<file path="config.mk">
export PLATFORM = sky130hd
export DESIGN_NAME = regfile_wr_ctrl
export DESIGN_NICKNAME = d
export VERILOG_FILES = /design/src/rtl/regfile_wr_ctrl.sv
export SDC_FILE = /design/constraint.sdc
export NUM_CORES = 1
export LEC_CHECK = 0
export ABC_AREA = 1
export BUFFER_PORTS_ARGS = -buffer_cell sky130_fd_sc_hd__buf_4
export CORE_MARGIN = 2
export CORE_UTILIZATION = 53
export CTS_CLUSTER_SIZE = 14
export DETAILED_ROUTE_END_ITERATION = 6
export GPL_ROUTABILITY_DRIVEN = 1
export PLACE_DENSITY = 0.83
export SLEW_MARGIN = 5
export SYNTH_ARGS = -nofsm -noshare
export SYNTH_HDL_FRONTEND = slang
export SYNTH_SLANG_ARGS = --single-unit
</file>
<file path="constraint.sdc">
create_clock -name clk -period 2.6 [get_ports clk]
set_clock_uncertainty 0.15 [all_clocks]
set_input_delay 0.65 -clock clk [delete_from_list [all_inputs] [get_ports clk]]
set_output_delay 0.65 -clock clk [all_outputs]
set_load 0.02 [all_outputs]
</file>
<file path="src/rtl/regfile_wr_ctrl.sv">
// regfile_wr_ctrl: write-port controller for the register bank.
// It shares the bank's single write port between two requesters with
// round-robin valid/ready arbitration. It also runs a bulk-clear sequencer
// that zeroes registers 1..2^N-1 without resetting the bank.
//
// Ports:
//   clk, rst_n              clock; asynchronous active-low reset
//   req0_valid/ready/addr/data
//                           requester 0 write handshake (ready is combinational)
//   req1_valid/ready/addr/data
//                           requester 1 write handshake (ready is combinational)
//   clr_start               level-sampled request to start a bulk clear
//   clr_busy                clear sequencer is running
//   clr_done                one-cycle pulse, coincident with the last clear write
//   rf_we, rf_addr_rd, rf_data_in
//                           registered write port to the bank
//   wr_cnt                  count of issued bank writes; present only when
//                           RF_WRCNT_EN is defined
//
// Optional feature macro: RF_WRCNT_EN
module regfile_wr_ctrl #(
    parameter int N = 4,
    parameter int W = 16
) (
    input  logic         clk,
    input  logic         rst_n,
    input  logic         req0_valid,
    output logic         req0_ready,
    input  logic [N-1:0] req0_addr,
    input  logic [W-1:0] req0_data,
    input  logic         req1_valid,
    output logic         req1_ready,
    input  logic [N-1:0] req1_addr,
    input  logic [W-1:0] req1_data,
    input  logic         clr_start,
    output logic         clr_busy,
    output logic         clr_done,
    output logic         rf_we,
    output logic [N-1:0] rf_addr_rd,
`ifdef RF_WRCNT_EN
    output logic [W-1:0] rf_data_in,
    output logic [15:0]  wr_cnt
`else
    output logic [W-1:0] rf_data_in
`endif
);
    typedef enum logic {IDLE, CLEAR} state_t;
    localparam logic [N-1:0] ONE  = 1;
    localparam logic [N-1:0] LAST = '1;
    state_t state, state_nxt;
    logic [N-1:0] ptr, ptr_nxt, addr_nxt;
    logic [W-1:0] data_nxt;
    logic last_grant, last_grant_nxt, we_nxt, done_nxt;
    // last_grant=1 means requester 1 won the most recent transfer, so requester 0 wins the next conflict.
    always_comb begin
        state_nxt      = state;
        ptr_nxt        = ptr;
        last_grant_nxt = last_grant;
        addr_nxt       = rf_addr_rd;
        data_nxt       = rf_data_in;
        we_nxt         = 1'b0;
        done_nxt       = 1'b0;
        req0_ready     = 1'b0;
        req1_ready     = 1'b0;
        if (state == CLEAR) begin
            we_nxt   = 1'b1;
            addr_nxt = ptr;
            data_nxt = '0;
            ptr_nxt  = ptr + ONE;
            if (ptr == LAST) begin
                state_nxt = IDLE;
                done_nxt  = 1'b1;
            end
        end else if (clr_start) begin
            state_nxt = CLEAR;
            ptr_nxt   = ONE;
        end else begin
            req0_ready = req0_valid & (~req1_valid | last_grant);
            req1_ready = req1_valid & (~req0_valid | ~last_grant);
            // A transfer to address 0 completes the handshake but is never sent to the bank.
            if (req0_ready) begin
                last_grant_nxt = 1'b0;
                we_nxt         = |req0_addr;
                addr_nxt       = we_nxt ? req0_addr : rf_addr_rd;
                data_nxt       = we_nxt ? req0_data : rf_data_in;
            end else if (req1_ready) begin
                last_grant_nxt = 1'b1;
                we_nxt         = |req1_addr;
                addr_nxt       = we_nxt ? req1_addr : rf_addr_rd;
                data_nxt       = we_nxt ? req1_data : rf_data_in;
            end
        end
    end
    assign clr_busy = (state == CLEAR);
    always_ff @(posedge clk or negedge rst_n) begin
        if (!rst_n) begin
            state      <= IDLE;
            ptr        <= ONE;
            last_grant <= 1'b1;
            rf_we      <= 1'b0;
            rf_addr_rd <= '0;
            rf_data_in <= '0;
            clr_done   <= 1'b0;
        end else begin
            state      <= state_nxt;
            ptr        <= ptr_nxt;
            last_grant <= last_grant_nxt;
            rf_we      <= we_nxt;
            rf_addr_rd <= addr_nxt;
            rf_data_in <= data_nxt;
            clr_done   <= done_nxt;
        end
    end
`ifdef RF_WRCNT_EN
    // The counter advances on the same edge that raises rf_we, so it includes the write currently presented.
    always_ff @(posedge clk or negedge rst_n) begin
        if (!rst_n) wr_cnt <= '0;
        else        wr_cnt <= wr_cnt + {15'd0, we_nxt};
    end
`endif
endmodule

</file>
; ---- After elaboration in Yosys (flattened, before gate mapping)
; Cells that the tools add are included.
[totals]
ram_bits = 0
mem_bits_ro = 0
latchBits = 0
elab_cells = 57
memories = 0
out_inout_bits = 25
reg_bits = 28
[classes]
n_eq_ne = 3
div_mod_pow = 0
shifts = 0
n_bitwise = 9
n_reduce_logical = 8
multipliers = 0
n_lt_le_gt_ge = 0
n_addsub = 1
muxes = 29
[ops]
columns = operator, n
row1 = 16-bit two-way mux, 6
row2 = 4-bit two-way mux, 8
row3 = 1-bit two-way mux, 15
row4 = 4-bit OR reduction, 2
row5 = 3-bit nonzero test, 2
row6 = 1-bit inverter, 5
row7 = "4-bit by 1-bit adder with 4-bit output, second input constant", 1
row8 = "4-bit equality test, second input constant", 1
row9 = 4-bit AND reduction, 1
row10 = 2-bit nonzero test, 2
row11 = "3-bit by 2-bit != test with 1-bit output, second input constant", 1
row12 = 3-bit AND reduction, 1
row13 = 1-bit AND, 2
row14 = "2-bit by 1-bit != test with 1-bit output, second input constant", 1
row15 = 1-bit OR, 2

; ---- Logic depth before layout (Yosys ltp)
; Gate-level depths: netlist of run 1.
[logic_depth]
ltp_word = 7
mapped_depth = 9

; ---- Worst setup path before layout of run 1
; No wires, ideal clock.
[synth_path]
path_type = input to output
startpoint = input port req0_valid
endpoint = output port req0_ready
path_buffers = 2
arrival_ps = 1313
stages = 4
path_slack_ps = 487
required_ps = 1800
path_cell_list = buf_4 nand2_2 buf_4 nor2_1
[synth_via]
elab_chain_len = 3
[synth_rtl]
columns = item, line
row1 = from (decl), 27  ; input logic req0_valid,
row2 = 1-bit AND, 78  ; req0_ready = req0_valid & (~req1_valid | last_grant);
row3 = 1-bit two-way mux, 74  ; end else if (clr_start) begin
row4 = 1-bit two-way mux, 65  ; if (state == CLEAR) begin
row5 = to (decl), 28  ; output logic req0_ready,
; Every way passes these cells.

; ---- Final worst setup path of run 1
[layout_path]
startpoint = register last_grant
endpoint = output port req0_ready
[layout_via]
elab_chain_len = 4
[layout_rtl]
columns = item, line
row1 = from (decl), 53  ; logic last_grant, last_grant_nxt, we_nxt, done_nxt;
row2 = from (signal assigned), 107  ; last_grant <= last_grant_nxt;
row3 = 1-bit OR, 78
row4 = 1-bit AND, 78
row5 = 1-bit two-way mux, 74
row6 = 1-bit two-way mux, 65
; Every way passes these cells.

==> results of run 1 <==
## metrics by stage
step           instance area [um^2]  hold slack, ns
4_1_cts                        2377         0.05947
3_5_place_dp                   2341          0.3093
5_1_grt                        2377         0.04642
2_1_floorplan                  1842          0.2044
6_report                       2377         0.06062
3_3_place_gp                   2341          0.3047
## cell usage after synthesis (all sizes together) (2+ instances only)
| master | instances |
|---|---|
| buf | 11 |
| dfrtp | 26 |
| dfstp | 2 |
| a21oi | 2 |
| nor2 | 29 |
| inv | 52 |
| nand3 | 41 |
| o21ai | 5 |
| nand2 | 106 |
## per-layer routing
layer	GRT usage (%)	wire length [um]	up-vias
met5	0	0	-
met4	9.444	80	0
met3	3.423	280	9
met2	35.64	1944	73
met1	30.42	1944	832
li1	-	-	973
## flip-flops by register name, indices dropped and copies added, names as in the netlist
| signal | count |
|---|---|
| clr_busy | 1 |
| ptr | 4 |
| clr_done | 1 |
| rf_we | 1 |
| last_grant | 1 |
| rf_addr_rd | 4 |
| rf_data_in | 16 |
## cells by family after synthesis
kind of cell	share of synthesized area, %
flops	38.18
buf+inv	15.69
simple gates	41.30
fa+ha+maj	0.6792
compound gates	4.144
## worst max path at each step
stage / cells after the start / start / slack, ns / endpoint
2_1_floorplan: 4 / req0_valid / 0.49 / req0_ready
3_3_place_gp: 5 / clr_start / 0.38 / req1_ready
3_5_place_dp: 5 / clr_start / 0.38 / req0_ready
4_1_cts: 5 / last_grant$_DFFE_PN1P_ / 0.25 / req0_ready
5_1_grt: 5 / last_grant$_DFFE_PN1P_ / 0.16 / req0_ready
6_report: 5 / last_grant$_DFFE_PN1P_ / 0.25 / req0_ready
## area by class of cell
| class | count | area (um^2) | share of cell area, % |
|---|---|---|---|
| Multi-Input combinational cell | 189 | 849.6 | 35.74 |
| Sequential cell | 28 | 703.2 | 29.58 |
| Timing Repair Buffer | 71 | 533.0 | 22.42 |
| Inverter | 52 | 197.7 | 8.316 |
| Tap cell | 46 | 57.56 | 2.421 |
| Clock buffer | 4 | 36.28 | 1.526 |
## power by group through the flow
| stage | Sequential [uW] | Clock (uW) | Combinational (uW) |
|---|---|---|---|
| final | 679 | 214 | 992 |
| after global routing | 701 | 245 | 1110 |
| after detailed placement | 688 | 0 | 996 |
| after global placement | 683 | 0 | 981 |
| after floorplan | 800 | 0 | 582 |
| after CTS | 678 | 219 | 998 |
## critical path, cell delays in order, from the launching register on
cell	delay [ns]
dfstp_2	0.57
inv_2	0.04
nand2_2	0.19
nand2_2	0.15
nor2_1	0.11
buf_4	0.15
==> run metrics, run 1 <==
status complete, no violations; final core utilization 71.24%; Mapped Nets 327; DRT Pass-1 Iters 4; sw power 823.3 uW; Clock Pin Slew Worst Setup and Hold Paths 0.15 ns; Comb pwr share 52.6%; Fin. Hold Viols 0; Post-synth top flop dfrtp_1; pwr/cell area 793.0 nW/um^2; Syn Inst Count 281; reg2reg setup slack 0.64 ns; Layout fillers 298; Cell variety after synth 26; # diodes 0; internal power 1062 uW; wire per inst 10.89 um; post-cts gate resize count 0; post-CTS setup buffers 0; CP max FO 13; commonest non-fill, non-tap cell in the layout nand2_1; Flop pwr share 36.0%; final worst slack 0.2547 ns; leakage 0.001474 uW; CP required 1.80 ns; starting density of the core 55.19%; Reg-to-Reg Start clr_busy$_DFF_PN0_; Worst EP arrival 1.55 ns; All-Layer GR Usage 22.45%; CTS Buffer Depth 2; post-synth top area cell dfrtp_1; gp weighted congestion 0.8428; Max Clock Freq 0.4264 GHz; peak supply drop 0.6341 mV; total die area 3963 um^2; Chip Height 62.95 um; Max-Cap Viols 0; CTS tree yes; Final min period 2.345 ns; largest net degree at the start of global routing 29; fraction of the yosys area taken by sequential cells 38.18%; Layout Cells excl Fill 390; Post-synth EDFFs 0; worst r2r dst rf_data_in[6]$_DFFE_PN0P_; final worst path period share 90.20%; layout net count 391; DPL Wire Length 3.219 mm; worst min-delay path class in -> async; Synth Register Bits 28; Worst Setup Path Type reg -> out; Post-synth ARST share 100.0%; Area growth syn-to-layout 29.08%; worst slew pin tran 0.4541 ns; total power 1885 uW; Synthesis Warnings 0; share of layout cells above drive strength 1 26.74%; WL final 4.249 mm; top-level I/O count 70; drt first-iter violations 57; vias in the first global route 1669; RSZ-0062 raised after global routing false; CTS sink cnt 28; Port Buffer Count 69; CTS Root Cell clkbuf_4; die width 62.95 um; Post-Place Setup Slack 0.3798 ns; Remaining Overflow, GRT 0; most frequent cells in the layout 101 x nand2_1, 71 x buf_4, 47 x inv_1, 40 x nand3_1, 27 x nor2_1; Skew-Pair Late Insertion Delay 0.33 ns; initial antenna violation count 0; setup TNS 0 ns; relative slew slack 69.69%; Mean Syn Cell Area 6.554 um^2; Net Sw Frac 43.67%; global-route wire length before repair 7.169 mm; dpl cells 386; Syn Std Cell Area 1842 um^2; hold-fix buffers at CTS 0; top cells by area, synth dfrtp_1 35%, nand2_1 21%, nand3_1 11%; DRC 0; CORE AREA 3337 um^2; Num CTS Buffers 3; nature of the critical path startpoint register; CP Capture Type primary output; routed via count 1887; count of final setup violators 0; Routed Antenna Nets 0; Synth top area share 35.33%; r2r worst-path depth 8; number of H-tree levels 1; row cnt 21; max-slew violations 0; Via density 4.838; proportion of power drawn by the clock network 11.4%
Note: power is estimated with default switching activity, not from simulation.
==> run 2, diff against run 1 <==
--- a/config.mk
+++ b/config.mk
@@ -10,3 +10,3 @@
 export CORE_MARGIN = 2
-export CORE_UTILIZATION = 53
+export CORE_UTILIZATION = 45
 export CTS_CLUSTER_SIZE = 14
@@ -14,3 +14,3 @@
 export GPL_ROUTABILITY_DRIVEN = 1
-export PLACE_DENSITY = 0.83
+export PLACE_DENSITY = 0.72
 export SLEW_MARGIN = 5
--- a/constraint.sdc
+++ b/constraint.sdc
@@ -4,2 +4,2 @@
 set_output_delay 0.65 -clock clk [all_outputs]
-set_load 0.02 [all_outputs]
+set_load 0.005 [all_outputs]
==> run 2 against run 1 <==
Against the previous run:
- sequential power is 3% higher
- maximum frequency is 1.9% lower
- flip-flop and latch count stayed put
- sequential share of layout area is 0.49 points lower
- largest power group unchanged
- first-iteration DRC count grew to 3.3 times the previous value
- count of clock-buffer cells in the layout is 1 lower
- clock power is 64% higher
==> run metrics, run 2 (same netlist as run 1, synthesis figures left out) <==
dpl cells 390 (+1.0%); CTS sink cnt 28 (unchanged); All-Layer GR Usage 21.02% (-1.4 points); top-level I/O count 70 (unchanged); post-CTS setup buffers 0 (unchanged); setup TNS 0 ns (unchanged); Max Clock Freq 0.4184 GHz (-1.9%); Largest regs rf_data_in x16, ptr x4, rf_addr_rd x4; row cnt 23 (+9.5%); Routed Antenna Nets 0 (unchanged); CP Cell Sequence inv_2, nand2_2, nand2_2, nor2_1, buf_4; post-cts gate resize count 0 (unchanged); Max-Cap Viols 0 (unchanged); vias in the first global route 1652 (-1.0%); relative slew slack 70.80% (+1.1 points); Reg area 703.2 um^2 (unchanged); WL final 4.521 mm (+6.4%); Fin. Hold Viols 0 (unchanged); CP Capture Type primary output; Layout Cells excl Fill 394 (+1.0%); area of the multi-input gates 849.6 um^2 (unchanged); Worst Setup Path Type reg -> out; DPL Wire Length 3.353 mm (+4.2%); gp weighted congestion 0.8178 (-3.0%); status complete, no violations; CORE AREA 3971 um^2 (+19%); CTS Root Cell clkbuf_8; Num CTS Buffers 3 (unchanged); largest net degree at the start of global routing 29 (unchanged); layout net count 391 (unchanged); leakage 0.001489 uW (+1.0%); Remaining Overflow, GRT 0 (unchanged); CP max FO 13 (unchanged); Via density 4.739 (-2.1%); CP most frequent cell nand2_2; max-slew violations 0 (unchanged); die width 67.98 um (+8.0%); CP peak stage delay 0.56 ns (about the same); Final min period 2.390 ns (+0.04459 ns); Reg with most FFs rf_data_in; total die area 4621 um^2 (+17%); count of final setup violators 0 (unchanged); max reg flops 16 (unchanged); drt first-iter violations 190 (+230%); r2r worst-path depth 8 (unchanged); Worst EP arrival 1.59 ns (+0.04 ns); nature of the critical path startpoint register; worst min-delay path class in -> async; share of layout cells above drive strength 1 26.74% (unchanged); CP required 1.80 ns (about the same); Area growth syn-to-layout 31.25%; Crit path depth 5 (unchanged); Layout fillers 415 (+39%); routed via count 1867 (-1.1%); critical path's top delay family simple AND/OR/NAND/NOR gates; global-route wire length before repair 7.431 mm (+3.7%); DRC 0 (unchanged); hold-fix buffers at CTS 0 (unchanged); CTS Buffer Depth 2 (unchanged); Buf+Inv Stages, Crit Path 2 (unchanged); DRT Pass-1 Iters 5 (+1); Skew-Pair Late Insertion Delay 0.29 ns (-0.04 ns); wire per inst 11.47 um (+5.3%); commonest non-fill, non-tap cell in the layout nand2_1; Port Buffer Count 69 (unchanged); number of H-tree levels 1 (unchanged); initial antenna violation count 0 (unchanged); RSZ-0062 raised after global routing false; starting density of the core 46.38% (-8.8 points); final worst path period share 91.92% (+1.7 points); worst slew pin tran 0.4375 ns (-0.01659 ns); Chip Height 67.98 um (+8.0%); crit path max-delay cell type dfstp_2; # diodes 0 (unchanged); most frequent cells in the layout 101 x nand2_1, 71 x buf_4, 47 x inv_1, 40 x nand3_1, 27 x nor2_1; Clock Pin Slew Worst Setup and Hold Paths 0.11 ns (-0.04 ns); CTS tree yes; peak supply drop 0.4840 mV (-24%); pwr/cell area 785.4 nW/um^2 (-0.96%)
==> run 2: cell types whose count changed in the layout (fill, tap and decap cells not counted), sizes merged <==
cell | before | now
clkbuf | 4 | 3
bufinv | 0 | 1
==> run 2: final timing paths <==
check | slack, ns | endpoint | start
worst max-delay path | 0.21 | req0_ready | last_grant$_DFFE_PN1P_
worst min-delay path | 0.11 | rf_addr_rd[2]$_DFFE_PN0P_ | rst_n
worst max register to register | 0.42 | rf_data_in[10]$_DFFE_PN0P_ | clr_busy$_DFF_PN0_
worst min register to register | 0.33 | rf_data_in[14]$_DFFE_PN0P_ | rf_data_in[14]$_DFFE_PN0P_
max in group asynchronous | 1.88 | last_grant$_DFFE_PN1P_ | rst_n
min in group clk | 0.33 | rf_data_in[14]$_DFFE_PN0P_ | rf_data_in[14]$_DFFE_PN0P_
==> run 2: through the flow <==
stage | setup WS [ns] | utilization, % | hold WS, ns | power (uW) | area (um^2)
final | 0.2101 | 60.87 | 0.1140 | 1899 | 2417
after global routing | 0.1089 | 60.87 | 0.1404 | 2068 | 2417
after CTS | 0.2177 | 60.87 | 0.1264 | 1917 | 2417
after detailed placement | 0.3276 | 59.07 | 0.3123 | 1566 | 2346
after global placement | 0.3428 | 59.07 | 0.3064 | 1551 | 2346
after floorplan | 0.6709 | - | 0.2044 | 1264 | 1842
==> run 2: routing by layer <==
layer	part of all wire, %	vias up	global-route usage, %
met1	46	840	29.09
met5	0	-	0
met2	48	49	35.44
met4	0.93	0	5.000
met3	5.2	5	1.974
li1	-	973	-
==> run 2: cell type report <==
cell class	instances	share of cell area, %
Timing Repair Buffer	71	22.05
Inverter	52	8.178
Tap cell	50	2.588
Sequential cell	28	29.09
Clock inverter	1	1.242
Multi-Input combinational cell	189	35.14
Clock buffer	3	1.708
==> run 2: worst register-to-register path, delay by kind of cell, from the launching register on <==
kind,cells,cell delay [ns]
simple gates,4,0.70
flops,1,0.57
buf+inv,3,0.55
compound gates,1,0.07
==> run 2: power breakdown <==
part	switching, uW	leakage [uW]	internal [uW]	total, uW
logic	471	0.00110	379	850
registers	108	0.000357	591	699
clock network	143	0.0000357	206	350
total	723	0.00149	1180	1900
